### config.mk
export PLATFORM = sky130hd
export DESIGN_NAME = chx_in_ctrl
export DESIGN_NICKNAME = d
export VERILOG_FILES = /design/src/rtl/chx_pkg.sv /design/src/rtl/chx_pkt_buf.sv /design/src/rtl/chx_in_ctrl.sv
export SDC_FILE = /design/constraint.sdc
export NUM_CORES = 1
export LEC_CHECK = 0
export BUFFER_PORTS_ARGS = -buffer_cell sky130_fd_sc_hd__buf_2
export CAP_MARGIN = 20
export CORE_UTILIZATION = 30
export CTS_CLUSTER_DIAMETER = 120
export DETAILED_ROUTE_END_ITERATION = 8
export GPL_TIMING_DRIVEN = 0
export PLACE_DENSITY = 0.42
export SYNTH_ARGS = -nofsm -noshare
export SYNTH_HDL_FRONTEND = slang
export SYNTH_SLANG_ARGS = --single-unit
### constraint.sdc
create_clock -name clk -period 8.6 [get_ports clk]
set_input_delay 1.29 -clock clk [delete_from_list [all_inputs] [get_ports clk]]
set_output_delay 1.29 -clock clk [all_outputs]
set_load 0.005 [all_outputs]
### src/rtl/chx_pkg.sv
// Shared types for the CHX receive path: buffer entry layout and framing FSM states.
package chx_pkg;
    localparam int CHX_DATA_W = 8;
    localparam int CHX_ID_W   = 3;

    typedef struct packed {
        logic [CHX_ID_W-1:0]   id;
        logic                  qos;
        logic                  sop;
        logic                  eop;
        logic [CHX_DATA_W-1:0] data;
    } chx_entry_t;

    typedef enum logic [1:0] {IDLE, RECV, DROP} chx_state_e;
endpackage

### src/rtl/chx_pkt_buf.sv
// Store-and-forward packet RAM: speculative/committed write pointers with single-cycle
// commit and rewind, show-ahead registered read that exposes committed data only.
module chx_pkt_buf
    import chx_pkg::*;
#(
    parameter int BUF_DEPTH = 64
) (
    input  logic                          clk,
    input  logic                          rst_n,
    input  logic                          i_wr_en,
    input  chx_entry_t                    i_wr_data,
    input  logic                          i_commit,
    input  logic                          i_rewind,
    input  logic                          i_rd_rdy,
    output chx_entry_t                    o_rd_data,
    output logic                          o_rd_vld,
    output logic                          o_full_spec,
    output logic                          o_full_cmt,
    output logic [$clog2(BUF_DEPTH):0]    o_free_cnt
);
    localparam int ADDR_W = $clog2(BUF_DEPTH);
    localparam logic [ADDR_W:0] DEPTH_P = (ADDR_W+1)'(BUF_DEPTH);

    chx_entry_t      r_mem [BUF_DEPTH];
    chx_entry_t      r_dout;
    logic            r_vld;
    logic [ADDR_W:0] r_wr_spec, r_wr_cmt, r_rd;
    logic [ADDR_W:0] w_base, w_spec_nxt, w_rd_nxt, w_used_spec, w_used_cmt;

    // A rewind and a new write may coincide: the write lands at the committed pointer.
    assign w_base      = i_rewind ? r_wr_cmt : r_wr_spec;
    assign w_spec_nxt  = w_base + (ADDR_W+1)'(i_wr_en);
    assign w_rd_nxt    = r_rd + (ADDR_W+1)'(r_vld & i_rd_rdy);
    assign w_used_spec = r_wr_spec - r_rd;
    assign w_used_cmt  = r_wr_cmt - r_rd;

    assign o_full_spec = (w_used_spec == DEPTH_P);
    assign o_full_cmt  = (w_used_cmt == DEPTH_P);
    assign o_free_cnt  = DEPTH_P - w_used_spec;
    assign o_rd_data   = r_dout;
    assign o_rd_vld    = r_vld;

    always_ff @(posedge clk) begin
        if (i_wr_en) r_mem[w_base[ADDR_W-1:0]] <= i_wr_data;
    end

    // Comparing against the pre-update commit pointer gives the extra cycle that lets
    // the RAM write settle before the byte is read back.
    always_ff @(posedge clk or negedge rst_n) begin
        if (!rst_n) begin
            r_wr_spec <= '0;
            r_wr_cmt  <= '0;
            r_rd      <= '0;
            r_vld     <= 1'b0;
            r_dout    <= '0;
        end else begin
            r_wr_spec <= w_spec_nxt;
            if (i_commit) r_wr_cmt <= w_spec_nxt;
            r_rd      <= w_rd_nxt;
            r_vld     <= (w_rd_nxt != r_wr_cmt);
            r_dout    <= r_mem[w_rd_nxt[ADDR_W-1:0]];
        end
    end
endmodule

### src/rtl/chx_in_ctrl.sv
// CHX receive controller: framing FSM, length/id checks, qos/id latch and status pulses
// in front of the store-and-forward packet buffer.
module chx_in_ctrl
    import chx_pkg::*;
#(
    parameter int BUF_DEPTH    = 64,
    parameter int MAX_PKT_LEN  = 32,
    parameter int AFULL_THRESH = 32
) (
    input  logic                        clk,
    input  logic                        rst_n,
    input  logic [CHX_DATA_W-1:0]       chx_data_in,
    input  logic                        chx_sop_in,
    input  logic                        chx_eop_in,
    input  logic                        chx_qos_in,
    input  logic                        chx_data_vld,
    input  logic [CHX_ID_W-1:0]         chx_id_in,
    output logic [CHX_DATA_W-1:0]       pkt_data_out,
    output logic                        pkt_sop_out,
    output logic                        pkt_eop_out,
    output logic                        pkt_qos_out,
    output logic [CHX_ID_W-1:0]         pkt_id_out,
    output logic                        pkt_vld_out,
    input  logic                        pkt_rdy_in,
    output logic                        rx_afull,
    output logic [$clog2(BUF_DEPTH):0]  rx_free_cnt,
    output logic                        rx_pkt_incr,
    output logic                        rx_err_incr
);
    localparam int CNT_W = $clog2(BUF_DEPTH) + 1;
    localparam int LEN_W = $clog2(MAX_PKT_LEN + 1);

    chx_state_e          r_state, w_nxt_state;
    logic [LEN_W-1:0]    r_len, w_len_nxt;
    logic [CHX_ID_W-1:0] r_id;
    logic                r_qos, r_pkt_incr, r_err_incr;
    logic                w_wr_en, w_commit, w_rewind, w_err, w_pkt, w_start, w_latch;
    logic                w_full_spec, w_full_cmt;
    chx_entry_t          w_wr_data, w_rd_data;

    assign w_wr_data.id   = w_latch ? chx_id_in : r_id;
    assign w_wr_data.qos  = w_latch ? chx_qos_in : r_qos;
    assign w_wr_data.sop  = chx_sop_in;
    assign w_wr_data.eop  = chx_eop_in;
    assign w_wr_data.data = chx_data_in;

    always_comb begin
        w_nxt_state = r_state;
        w_len_nxt   = r_len;
        w_wr_en     = 1'b0;
        w_commit    = 1'b0;
        w_rewind    = 1'b0;
        w_err       = 1'b0;
        w_pkt       = 1'b0;
        w_start     = 1'b0;
        w_latch     = 1'b0;
        if (chx_data_vld) begin
            case (r_state)
                IDLE: begin
                    if (chx_sop_in) w_start = 1'b1;
                    else            w_err   = 1'b1;
                end
                RECV: begin
                    if (chx_sop_in) begin
                        w_rewind = 1'b1;
                        w_err    = 1'b1;
                        w_start  = 1'b1;
                    end else if (chx_id_in != r_id || w_full_spec ||
                                 r_len == LEN_W'(MAX_PKT_LEN)) begin
                        w_rewind    = 1'b1;
                        w_err       = 1'b1;
                        w_nxt_state = chx_eop_in ? IDLE : DROP;
                    end else begin
                        w_wr_en = 1'b1;
                        if (chx_eop_in) begin
                            w_commit    = 1'b1;
                            w_pkt       = 1'b1;
                            w_nxt_state = IDLE;
                        end else begin
                            w_len_nxt = r_len + 1'b1;
                        end
                    end
                end
                DROP: begin
                    if (chx_sop_in)      w_start     = 1'b1;
                    else if (chx_eop_in) w_nxt_state = IDLE;
                end
                default: w_nxt_state = IDLE;
            endcase
            // Outside RECV (or after a rewind) the speculative and committed pointers
            // coincide, so the committed fullness is the right check for a packet start.
            if (w_start) begin
                if (w_full_cmt) begin
                    w_err       = 1'b1;
                    w_nxt_state = chx_eop_in ? IDLE : DROP;
                end else begin
                    w_wr_en   = 1'b1;
                    w_latch   = 1'b1;
                    w_len_nxt = LEN_W'(1);
                    if (chx_eop_in) begin
                        w_commit    = 1'b1;
                        w_pkt       = 1'b1;
                        w_nxt_state = IDLE;
                    end else begin
                        w_nxt_state = RECV;
                    end
                end
            end
        end
    end

    always_ff @(posedge clk or negedge rst_n) begin
        if (!rst_n) begin
            r_state    <= IDLE;
            r_len      <= '0;
            r_id       <= '0;
            r_qos      <= 1'b0;
            r_pkt_incr <= 1'b0;
            r_err_incr <= 1'b0;
        end else begin
            r_state    <= w_nxt_state;
            r_len      <= w_len_nxt;
            r_pkt_incr <= w_pkt;
            r_err_incr <= w_err;
            if (w_latch) begin
                r_id  <= chx_id_in;
                r_qos <= chx_qos_in;
            end
        end
    end

    chx_pkt_buf #(.BUF_DEPTH(BUF_DEPTH)) u_buf (
        .clk         (clk),
        .rst_n       (rst_n),
        .i_wr_en     (w_wr_en),
        .i_wr_data   (w_wr_data),
        .i_commit    (w_commit),
        .i_rewind    (w_rewind),
        .i_rd_rdy    (pkt_rdy_in),
        .o_rd_data   (w_rd_data),
        .o_rd_vld    (pkt_vld_out),
        .o_full_spec (w_full_spec),
        .o_full_cmt  (w_full_cmt),
        .o_free_cnt  (rx_free_cnt)
    );

    assign pkt_data_out = w_rd_data.data;
    assign pkt_sop_out  = w_rd_data.sop;
    assign pkt_eop_out  = w_rd_data.eop;
    assign pkt_qos_out  = w_rd_data.qos;
    assign pkt_id_out   = w_rd_data.id;
    assign rx_afull     = (rx_free_cnt < CNT_W'(AFULL_THRESH));
    assign rx_pkt_incr  = r_pkt_incr;
    assign rx_err_incr  = r_err_incr;
endmodule

==> qor.txt <==
=====================================================================================
Largest net degree at the start of global routing                                  73
Antenna-violating nets left                                                         0
EDFF count, synth                                                                 896
Number of standard-cell rows in the floorplan                                     129
Endpoint type of the worst setup path                                        register
Final hold vios                                                                     0
Number of distinct library cells after synthesis                                   65
Max-cap violations                                                                  0
Share of synthesized registers carrying an async set or reset                 0.05285
Top-Level Pins                                                                     43
Count of mapped cells out of synthesis                                           1739
Number of pins exceeding their max-slew limit in the final report                   0
Synthesized cell area                                                      37730 um^2
Post-synth net total                                                             1781
Run status                                                               finished, final reports clean
Static leakage power                                                       0.01406 uW
Largest cells by area after synthesis                                    edfxtp_1 71%, mux4_2 17%, dfrtp_1 3.3%
Crit path required time                                                       9020 ps
Final clock skew                                                             48.86 ps
Floorplan die height                                                         356.6 um
CTS H-Tree Depth                                                                    3
Mean instance size in the synthesized netlist                              21.70 um^2
Die ar.                                                                   127200 um^2
Hold crit path type                                                      register to register
Worst vdd rail ir drop                                                      0.1816 mV
Internal cell power                                                          10110 uW
Worst setup slack after layout                                                3444 ps
Period minus WS final                                                         5156 ps
Synthesis warning total                                                             0
Dpl ws                                                                        2794 ps
Via Count                                                                       18360
Pre-Repair DR Iteration Count                                                       5
Number of global-route vias before repair                                       19120
Master cell of the clock root buffer                                        clkbuf_16
Arrival time at the worst endpoint                                            5580 ps
Antenna violations before repair                                                    9
Clock net sink count                                                              946
Number of gates resized after CTS                                                   0
DR WL/cell                                                                   27.41 um
Clock-pin slew of the registers on the worst-case setup and hold paths          60 ps
Fraction of power consumed by the clock network                                 0.266
Max Clock Freq                                                             0.1940 GHz
Startpoint-to-endpoint class of the critical path                        primary input to register
Reg power frac                                                                  0.346
Detailed-route DRC error count                                                      0
Max Fanout on Critical Path                                                        10
Fill count                                                                      11490
DRC violation total after the first TritonRoute iteration                        1611
P per Cell Area                                                          350.2 nW/um^2
Total global routing overflow                                                       0
Global-route wire length before repair                                      143900 um
Aggregate global-route resource usage                                          0.1605
Area share of the leading cell type in the synthesized netlist                 0.7131
CTS max path bufs                                                                   3
Layout overhead on the synthesized area                                        18.07%
Switching power                                                               5490 uW
Setup TNS Final                                                                  0 ps
Via count normalized by instance count                                          4.974
RSZ-0062 raised after global routing                                            false
Part of the total power dissipated in combinational logic                       0.387
Total number of nets in the final design                                         2014
CTS Buf Count                                                                     104
DP HPWL                                                                      72630 um
Relative max-transition margin                                                 0.2229
Routed wire length                                                          101200 um
Area of the core region                                                   124300 um^2
Hold buffer count at CTS                                                            0
Post-CTS Setup Repair Bufs                                                          0
Layout cell share with drive strength beyond 1                                 0.3275
Top cell type by total area after synthesis                                  edfxtp_1
Element type at the critical path start                                  primary input
Synth Register Bits                                                               946
Final number of setup-violating endpoints                                           0
RD Place Congestion                                                            0.8626
Effective utilization at floorplan                                             0.3036
Pin slew with the least headroom to its limit                                 1166 ps
Clock latency reported for the late side of the worst-skew pair                690 ps
Width of the die                                                             356.6 um
Share of the cycle needed by the critical path after routing                   0.5995
Sequential share of the synthesized area                                       0.7463
TritonCTS clock tree                                                              yes
Share of total power consumed by net switching                                 0.3519
Primary flip-flop cell chosen by synthesis mapping                           edfxtp_1
Port Buffer Count                                                                  41
=====================================================================================
-- kinds of logic after synthesis --
family	after synthesis	synth area share
flops	946	0.7463
mux	301	0.1744
simple gates	235	0.03167
buf+inv	119	0.01366
compound gates	72	0.01588
xor+xnor	42	0.009948
fa+ha+maj	24	0.008158
-- per-stage QoR --
| step | std cells | hold WS, ps | cell area (um^2) | total power, uW | util |
|---|---|---|---|---|---|
| 6_report | 3691 | 591.0 | 44550 | 15600 | 0.3584 |
| 5_1_grt | 3688 | 603.6 | 44540 | 16230 | 0.3584 |
| 3_3_place_gp | 3417 | 567.6 | 39980 | 11440 | 0.3217 |
| 2_1_floorplan | 1739 | 529.7 | 37730 | 9105 | - |
| 4_1_cts | 3684 | 575.0 | 44500 | 15800 | 0.3581 |
| 3_5_place_dp | 3501 | 577.0 | 41370 | 11590 | 0.3329 |
-- critical path: stages --
cell and delay, ps:
buf_2 90, and2_1 140, ha_1 240, ha_1 310, clkbuf_1 450, clkbuf_1 860, clkbuf_1 770, mux4_2 440
mux4_2 570, nand2_1 120, a31oi_1 260
-- power groups by stage --
stage	Combinational (uW)	Sequential (uW)	Clock, uW
after global placement	5940	5500	0
after detailed placement	6100	5500	0
final	6050	5400	4160
after CTS	6120	5400	4280
after floorplan	3640	5460	0
after global routing	6380	5410	4440
-- area by class of cell --
class	instances	area [um^2]	share of cell area
diodes	5	12.51	0.0002809
well taps	1637	2048	0.04598
clock inverters	47	386.6	0.008679
plain buffers	93	419.2	0.009409
clock buffers	136	2744	0.06159
repair buffers	127	1304	0.02927
inverters	26	97.59	0.002191
flip-flops and latches	946	28160	0.6321
multi-input cells	674	9379	0.2105
-- flip-flops by register name, indices dropped and copies added (netlist names), 2 cells and up --
name             flops
u_buf.r_wr_cmt       7
r_len                6
u_buf.r_wr_spec      7
r_state              2
u_buf.o_rd_data     14
r_id                 3
u_buf.r_rd           7
u_buf.r_mem        896
-- cell usage in the layout (no fill, tap or decap), types with 12 or more instances in the layout --
master and count:
xor2_1 17, buf_6 54, nor3_2 65, nand3_1 18, buf_12 14, mux4_2 280, buf_2 74, a31oi_1 15
inv_1 26, xnor2_1 24, nor2_1 12, edfxtp_1 896, clkbuf_16 105, nand2_1 73, ha_1 23, dfrtp_1 50
clkinv_2 13, buf_4 15, and3_1 18, clkbuf_1 78, clkinv_1 21
-- path summary, 6_finish.rpt --
check / startpoint / to / slack (ps) / cells after the start
setup / recovery: pkt_rdy_in / u_buf.o_rd_data[2]$_DFF_PN0_ / 3440 / 11
setup reg to reg: u_buf.o_rd_vld$_DFF_PN0_ / u_buf.o_rd_data[2]$_DFF_PN0_ / 3790 / 10
max in group asynchronous: rst_n / u_buf.o_rd_data[9]$_DFF_PN0_ / 7340 / 2
hold reg to reg: r_len[4]$_DFFE_PN0P_ / r_len[4]$_DFFE_PN0P_ / 590 / 2
min in group asynchronous: rst_n / u_buf.r_wr_cmt[2]$_DFFE_PN0P_ / 600 / 1
hold / removal: r_len[4]$_DFFE_PN0P_ / r_len[4]$_DFFE_PN0P_ / 590 / 2
-- synth_stat cells, types with 4 or more instances --
cell type  number
xnor2_1        24
inv_1          26
a21oi_1         9
nor2b_1         6
nor2_1         12
nand2_1        73
clkbuf_1       48
ha_1           23
mux2_4          7
dfrtp_1        50
nor3_1         73
nor3b_1         7
mux4_2        280
and3_1         18
mux2_2          5
buf_1           6
buf_2          34
nand3_1        18
xor2_1         17
nand3b_1        4
edfxtp_1      896
a21o_1          5
and2_1          5
nor4_1          4
o21ai_0         9
mux2i_1         5
a31oi_1        15
-- layer usage --
layer  GRT usage  up-vias  part of all wire  routed length, um
li1            -     7772                 -                  -
met1      0.2271    10030              0.46              46470
met2      0.2498      432              0.46              46900
met3     0.03315      126             0.051               5136
met4     0.04515        0             0.026               2658
met5           0        -                 0                  0
Power figures use the tool's default switching activity.
